--- src/rtl/ex_mem_stage.sv ---
// ---------------------------------------------------------------------------
// ex_mem_stage
//
// One-entry pipeline slot between the EX and MEM stages of an in-order core.
// A valid EX instruction is captured into the slot when the slot is free
// (empty, or being drained by MEM in the same cycle) and no multiply/divide
// result is still outstanding. While an instruction cannot move forward,
// ex_stall freezes EX and everything upstream of it.
//
// Optional feature macro: M_SUPPORT_EN
//   defined   : mul/div wait tracking. An IDLE/WAIT FSM and a saturating wait
//               counter watch an outstanding mul/div. A sticky md_timeout is
//               raised once the wait reaches MD_TIMEOUT cycles.
//   undefined : ex_is_muldiv, mul_result_valid and div_result_valid are
//               ignored, no FSM or counter exists, and md_timeout is tied to 0.
//
// Parameters
//   XLEN        datapath width
//   MD_TIMEOUT  mul/div wait cycles before md_timeout is raised
//
// Ports
//   clk, rst_n            clock, asynchronous active-low reset
//   ex_valid              EX holds a valid instruction
//   ex_instr              EX instruction word (rd in [11:7], funct3 in [14:12])
//   ex_alu_out, ex_rd_wr  ALU result and register-write request
//   ex_store_data, ex_pc  rs2 value for stores, instruction PC
//   ex_is_muldiv          R-type M instruction in EX
//   mul_result_valid      multiplier result available
//   div_result_valid      divider result available
//   mem_ready             MEM accepts the held slot this cycle
//   flush                 kill the held slot and any pending mul/div wait
//   ex_stall              combinational freeze for EX and upstream
//   mem_*                 slot contents presented to MEM
//   md_timeout            sticky mul/div timeout error
// ---------------------------------------------------------------------------
module ex_mem_stage #(
    parameter int XLEN       = 32,
    parameter int MD_TIMEOUT = 64
) (
    input  logic            clk,
    input  logic            rst_n,
    input  logic            ex_valid,
    input  logic [31:0]     ex_instr,
    input  logic [XLEN-1:0] ex_alu_out,
    input  logic            ex_rd_wr,
    input  logic [XLEN-1:0] ex_store_data,
    input  logic [XLEN-1:0] ex_pc,
    input  logic            ex_is_muldiv,
    input  logic            mul_result_valid,
    input  logic            div_result_valid,
    input  logic            mem_ready,
    input  logic            flush,
    output logic            ex_stall,
    output logic            mem_valid,
    output logic [31:0]     mem_instr,
    output logic [XLEN-1:0] mem_alu_out,
    output logic [XLEN-1:0] mem_store_data,
    output logic [XLEN-1:0] mem_pc,
    output logic            mem_rd_wr,
    output logic [4:0]      mem_rd,
    output logic            md_timeout
);

    // -----------------------------------------------------------------------
    // Slot state
    // -----------------------------------------------------------------------
    logic            mem_valid_q;
    logic            mem_valid_d;
    logic [31:0]     instr_q;
    logic [31:0]     instr_d;
    logic [XLEN-1:0] alu_out_q;
    logic [XLEN-1:0] alu_out_d;
    logic [XLEN-1:0] store_data_q;
    logic [XLEN-1:0] store_data_d;
    logic [XLEN-1:0] pc_q;
    logic [XLEN-1:0] pc_d;
    logic            rd_wr_q;
    logic            rd_wr_d;

    logic            slot_free;
    logic            md_pending;
    logic            capture;

    // The slot can take a new instruction if it is empty or MEM drains it in
    // this same cycle. That second case is what gives back-to-back flow with
    // no bubble.
    assign slot_free = ~mem_valid_q | mem_ready;

    // Flush wins over everything: EX is released in the flush cycle so the
    // upstream redirect can proceed.
    assign ex_stall  = ~flush & ex_valid & (md_pending | ~slot_free);
    assign capture   = ex_valid & ~ex_stall & ~flush;

    // -----------------------------------------------------------------------
    // Optional mul/div wait tracking
    // -----------------------------------------------------------------------
`ifdef M_SUPPORT_EN
    localparam int              CNT_W   = $clog2(MD_TIMEOUT + 1);
    localparam logic [CNT_W-1:0] CNT_MAX = CNT_W'(MD_TIMEOUT);

    typedef enum logic {
        IDLE = 1'b0,
        WAIT = 1'b1
    } md_state_t;

    md_state_t        state_q;
    md_state_t        state_d;
    logic [CNT_W-1:0] wait_cnt_q;
    logic [CNT_W-1:0] wait_cnt_d;
    logic             md_timeout_q;
    logic             md_timeout_d;
    logic             md_done;

    // funct3[2] separates the divide/remainder group from the multiply group.
    assign md_done    = ex_instr[14] ? div_result_valid : mul_result_valid;
    assign md_pending = ex_valid & ex_is_muldiv & ~md_done;

    always_ff @(posedge clk or negedge rst_n) begin
        if (!rst_n) begin
            state_q      <= IDLE;
            wait_cnt_q   <= '0;
            md_timeout_q <= 1'b0;
        end else begin
            state_q      <= state_d;
            wait_cnt_q   <= wait_cnt_d;
            md_timeout_q <= md_timeout_d;
        end
    end

    always_comb begin
        state_d    = state_q;
        wait_cnt_d = wait_cnt_q;

        if (flush) begin
            state_d    = IDLE;
            wait_cnt_d = '0;
        end else begin
            case (state_q)
                IDLE: begin
                    wait_cnt_d = '0;
                    if (md_pending) begin
                        state_d = WAIT;
                    end
                end
                WAIT: begin
                    if (md_done) begin
                        state_d    = IDLE;
                        wait_cnt_d = '0;
                    end else if (wait_cnt_q != CNT_MAX) begin
                        wait_cnt_d = wait_cnt_q + 1'b1;
                    end
                end
                default: begin
                    state_d    = IDLE;
                    wait_cnt_d = '0;
                end
            endcase
        end

        // Sticky: raised on the edge where the counter reaches the limit and
        // only cleared by reset. ex_stall keeps following md_pending, so the
        // pipeline stays frozen after the error is flagged.
        md_timeout_d = md_timeout_q | (wait_cnt_d == CNT_MAX);
    end

    assign md_timeout = md_timeout_q;
`else
    // Without M support these inputs carry no meaning for this stage.
    logic unused_md_inputs;
    assign unused_md_inputs = ex_is_muldiv ^ mul_result_valid ^ div_result_valid;

    assign md_pending = 1'b0;
    assign md_timeout = 1'b0;
`endif

    // -----------------------------------------------------------------------
    // Slot next-state
    // -----------------------------------------------------------------------
    always_comb begin
        mem_valid_d = mem_valid_q;
        if (flush) begin
            mem_valid_d = 1'b0;
        end else if (capture) begin
            mem_valid_d = 1'b1;
        end else if (mem_ready) begin
            mem_valid_d = 1'b0;
        end
    end

    // Data registers only move on a capture; a drain leaves them in place.
    always_comb begin
        instr_d      = instr_q;
        alu_out_d    = alu_out_q;
        store_data_d = store_data_q;
        pc_d         = pc_q;
        rd_wr_d      = rd_wr_q;
        if (capture) begin
            instr_d      = ex_instr;
            alu_out_d    = ex_alu_out;
            store_data_d = ex_store_data;
            pc_d         = ex_pc;
            // Writes to x0 are dropped here so MEM/WB never see them.
            rd_wr_d      = ex_rd_wr & (ex_instr[11:7] != 5'd0);
        end
    end

    always_ff @(posedge clk or negedge rst_n) begin
        if (!rst_n) begin
            mem_valid_q  <= 1'b0;
            instr_q      <= '0;
            alu_out_q    <= '0;
            store_data_q <= '0;
            pc_q         <= '0;
            rd_wr_q      <= 1'b0;
        end else begin
            mem_valid_q  <= mem_valid_d;
            instr_q      <= instr_d;
            alu_out_q    <= alu_out_d;
            store_data_q <= store_data_d;
            pc_q         <= pc_d;
            rd_wr_q      <= rd_wr_d;
        end
    end

    assign mem_valid      = mem_valid_q;
    assign mem_instr      = instr_q;
    assign mem_alu_out    = alu_out_q;
    assign mem_store_data = store_data_q;
    assign mem_pc         = pc_q;
    assign mem_rd_wr      = rd_wr_q;
    assign mem_rd         = instr_q[11:7];

endmodule

--- config.mk ---
export PLATFORM = sky130hd
export DESIGN_NAME = ex_mem_stage
export DESIGN_NICKNAME = d
export VERILOG_FILES = /design/src/rtl/ex_mem_stage.sv
export SDC_FILE = /design/constraint.sdc
export NUM_CORES = 1
export LEC_CHECK = 0
export ABC_AREA = 1
export CAP_MARGIN = 10
export CORE_UTILIZATION = 30
export DETAILED_ROUTE_END_ITERATION = 6
export GPL_ROUTABILITY_DRIVEN = 0
export MAX_ROUTING_LAYER = met4
export PLACE_DENSITY = 0.71
export SLEW_MARGIN = 20
export SYNTH_ARGS = -nofsm -noshare
export SYNTH_HDL_FRONTEND = slang
export SYNTH_SLANG_ARGS = --single-unit
--- constraint.sdc ---
create_clock -name clk -period 1.2 [get_ports clk]
set_input_delay 0.24 -clock clk [delete_from_list [all_inputs] [get_ports clk]]
set_output_delay 0.24 -clock clk [all_outputs]
set_load 0.05 [all_outputs]
==> summary.md <==
The logs give 17,300 um for the overall routed net length and 16,100 um^2 for the placeable core region. For the number of nets produced by synthesis, the log shows 702. IR analysis of the VDD net gives a maximum drop of 0.916 mV.

The gate count of the mapped netlist came out at 565. After detailed routing, the average wire length per cell comes to 15.3 um. Port buffering added 269 buffers.

Antenna violation net count after detailed routing: 0. The number of pins with negative max-slew slack in the final report came out at 0. STA classifies the critical path endpoint as an output port.

The sum of net half-perimeters after detailed placement is 11,000 um, and the detailed-route vias per instance is 4.34. The power per unit of standard cell area is 1720 nW/um^2. The detailed router placed 4,903 vias in this run. The share of the core filled with cells in the final layout is 66.6%, and the time the final worst path needs with I/O delays and setup is 1450 ps. For the worst setup path, the data arrival time is 1210 ps. Peak per-stage delay on the critical path: 410 ps. STA puts the critical path data required time at 960 ps.

The total of flip-flops plus latches after synthesis was 130; the cell area after synthesis was 4980 um^2. The Yosys step of the flow raised 0 warnings. The worst-case clock buffer depth was 2. The number of endpoints with negative hold slack in the final report was 0. The initial DRC count was 180; the die height was 131 um. The tools report the via count of the first global-routing pass as 4,739. The CTS sink count came out at 130. The library cell used as clock root buffer was sky130_fd_sc_hd__clkbuf_16. Overall power consumption after layout is estimated at 18,400 uW. The logs give 1,192 for the fill cell total of the finished layout and 67 for the maximum number of pins on one net before global-route repair.

The share of layout cells above drive strength 1 is 28.4%. By startpoint and endpoint, the worst setup path is classified as reg -> out. The run finished, with violations left.

For this design the static power due to leakage is 0.00533 uW. Final cycle utilization of the critical path: 121%. Clock skew on the completed layout was measured at 11.0 ps.

The logs give 10,700 um^2 for the post-route cell area and 11 for the number of library cell types mapped by synthesis. Clock tree synthesis inserted a total of 17 buffers. The logs give 5 for the first-pass detailed-route iteration total and 1,037 for the final net count.

The clock transition at the registers of the reported paths was 60 ps; the number of max-cap violations was 0. For this run, the register share of the synthesized area comes to 65.3%. Traced cell by cell, the critical path runs through buf_6 -> buf_4 -> buf_12.

For the worst-skew pair, the clock arrives at the later sink with an insertion delay of 410 ps. The initialized floorplan defines 46 standard-cell rows. The run gives -246 ps as the worst setup margin. On the critical path the largest part of the delay comes from flip-flops.

STA classifies the critical path startpoint as a register. 0 antenna diodes ended up in the layout. The run gives 20.4% as the total global routing track utilization. The die covers 17,100 um^2. The buffers plus inverters on the worst setup path came out at 3.

TritonCTS built the clock tree. The min-delay analysis places its worst path in the category in -> reg. The final reports fail on negative setup slack.

The area growth from synthesis to layout is 115%. Once placement finished, the instance area stood at 9360 um^2. The post-place setup slack was -463 ps; the critical-path maximum fanout was 2.

The number of antenna violations at the first check in global routing was 0; the initial core utilization was 31.0%. Setup repair after global routing could not meet its margin everywhere. The slowest stage of the critical path belongs to the cell sky130_fd_sc_hd__dfrtp_2. Setup violations remaining at the end of the flow were counted as 265. The run gives 0 as the remaining routing DRC violations. The die is 131 um wide.

The sum of overflow across all layers after global routing is 0. Timing would allow up to 0.691 GHz. The first global-routing pass estimated 25,000 um of wire. The I/O pin count was 274. A synthesized cell averages 8.82 um^2. For the deepest level of the CTS H-tree, the log shows 4.
-- final cells by class --
type,instances,area (um^2),share of cell area (%)
Inverter,4,15.0,0.140
Clock inverter,9,130,1.22
Timing Repair Buffer,350,5010,46.9
Sequential cell,130,3260,30.5
Multi-Input combinational cell,397,1540,14.4
Clock buffer,23,468,4.38
Tap cell,216,270,2.53
-- worst paths after layout --
check	start	to	slack, ps	depth (start not counted)
min	flush	mem_valid	180	2
max reg2reg	mem_valid	mem_store_data[22]	-190	8
max in group asynchronous	rst_n	mem_instr[7]	460	3
min in group asynchronous	rst_n	mem_store_data[25]	390	3
max	mem_valid	mem_valid	-250	3
min reg2reg	mem_instr[15]	mem_instr[15]	530	2
-- cell usage after synthesis (all sizes together) --
library cell,n,area (um^2)
buf,31,208
clkbuf,3,11.3
conb,1,3.75
dfrtp,130,3250
inv,4,15.0
nand2,386,1450
nand3,3,15.0
nor2,5,18.8
o21ai,2,10.0
-- sequential cells by signal (all words and copies together) (netlist names) --
signal and flops:
mem_alu_out 32, mem_store_data 32, mem_pc 32, mem_instr 32, mem_valid 1, mem_rd_wr 1
-- worst reg2reg max path, stage by stage (launching register included) --
cell and delay, ps:
sky130_fd_sc_hd__dfrtp_2 410, sky130_fd_sc_hd__buf_6 120, sky130_fd_sc_hd__nand2_4 80, sky130_fd_sc_hd__nand3_4 70
sky130_fd_sc_hd__buf_12 160, sky130_fd_sc_hd__buf_4 150, sky130_fd_sc_hd__buf_16 150, sky130_fd_sc_hd__nand2_1 60
sky130_fd_sc_hd__nand2_1 60
-- layout by cell type, fill, tap and decap left out, types with 2 or more instances in the layout --
| cell type | synthesis | routed |
|---|---|---|
| sky130_fd_sc_hd__buf_12 | 0 | 145 |
| sky130_fd_sc_hd__buf_16 | 0 | 9 |
| sky130_fd_sc_hd__buf_4 | 21 | 57 |
| sky130_fd_sc_hd__buf_6 | 0 | 4 |
| sky130_fd_sc_hd__bufinv_16 | 0 | 3 |
| sky130_fd_sc_hd__clkbuf_1 | 3 | 4 |
| sky130_fd_sc_hd__clkbuf_16 | 0 | 18 |
| sky130_fd_sc_hd__clkbuf_8 | 0 | 2 |
| sky130_fd_sc_hd__clkdlybuf4s50_1 | 0 | 130 |
| sky130_fd_sc_hd__clkinv_2 | 0 | 3 |
| sky130_fd_sc_hd__clkinv_4 | 0 | 2 |
| sky130_fd_sc_hd__dfrtp_1 | 130 | 124 |
| sky130_fd_sc_hd__dfrtp_2 | 0 | 6 |
| sky130_fd_sc_hd__dlygate4sd2_1 | 0 | 2 |
| sky130_fd_sc_hd__inv_1 | 3 | 3 |
| sky130_fd_sc_hd__nand2_1 | 386 | 382 |
| sky130_fd_sc_hd__nand2_2 | 0 | 3 |
| sky130_fd_sc_hd__nand3_1 | 3 | 2 |
| sky130_fd_sc_hd__nor2_1 | 5 | 3 |
| sky130_fd_sc_hd__nor2_4 | 0 | 2 |
-- cells by family after synthesis --
group | share of synthesized area (%)
other | 0.0752
buffers and inverters | 4.69
AOI/OAI and AO/OA | 0.201
and+or+nand+nor | 29.8
DFF | 65.3
-- power by group --
part,internal [uW],switching [uW],total [uW]
clock network,3370,1870,5240
logic,3690,3630,7320
registers,5050,749,5800
total,12100,6250,18400
-- routing by layer --
layer  up-vias  track usage [%]  part of all wire [%]
met4         0             7.98                   1.7
met1      2313             22.9                    41
met2       202             33.2                    49
met5         -                -                     0
li1       2365                -                     -
met3        23             7.21                   8.6
-- per-stage QoR --
stage,std cells,setup TNS [ps],hold slack (ps)
floorplan,565,-2960,-55.6
detailed placement,1033,-48630,300
CTS,1094,-20330,156
finish,1129,-21270,178
global placement,1033,-44440,305
global route,1129,-34590,211
-- timing repair --
| action | CTS | global route |
|---|---|---|
| hold endpoints to repair | 130 | 0 |
| pin swaps | 1 | 0 |
| hold buffers | 1 | 0 |
| endpoints found under the setup margin | 260 | 265 |
| buffers inserted | 20 | 34 |
| resized for setup | 21 | 3 |
| gates cloned | 8 | 2 |
Note: power is estimated with default switching activity, not from simulation.
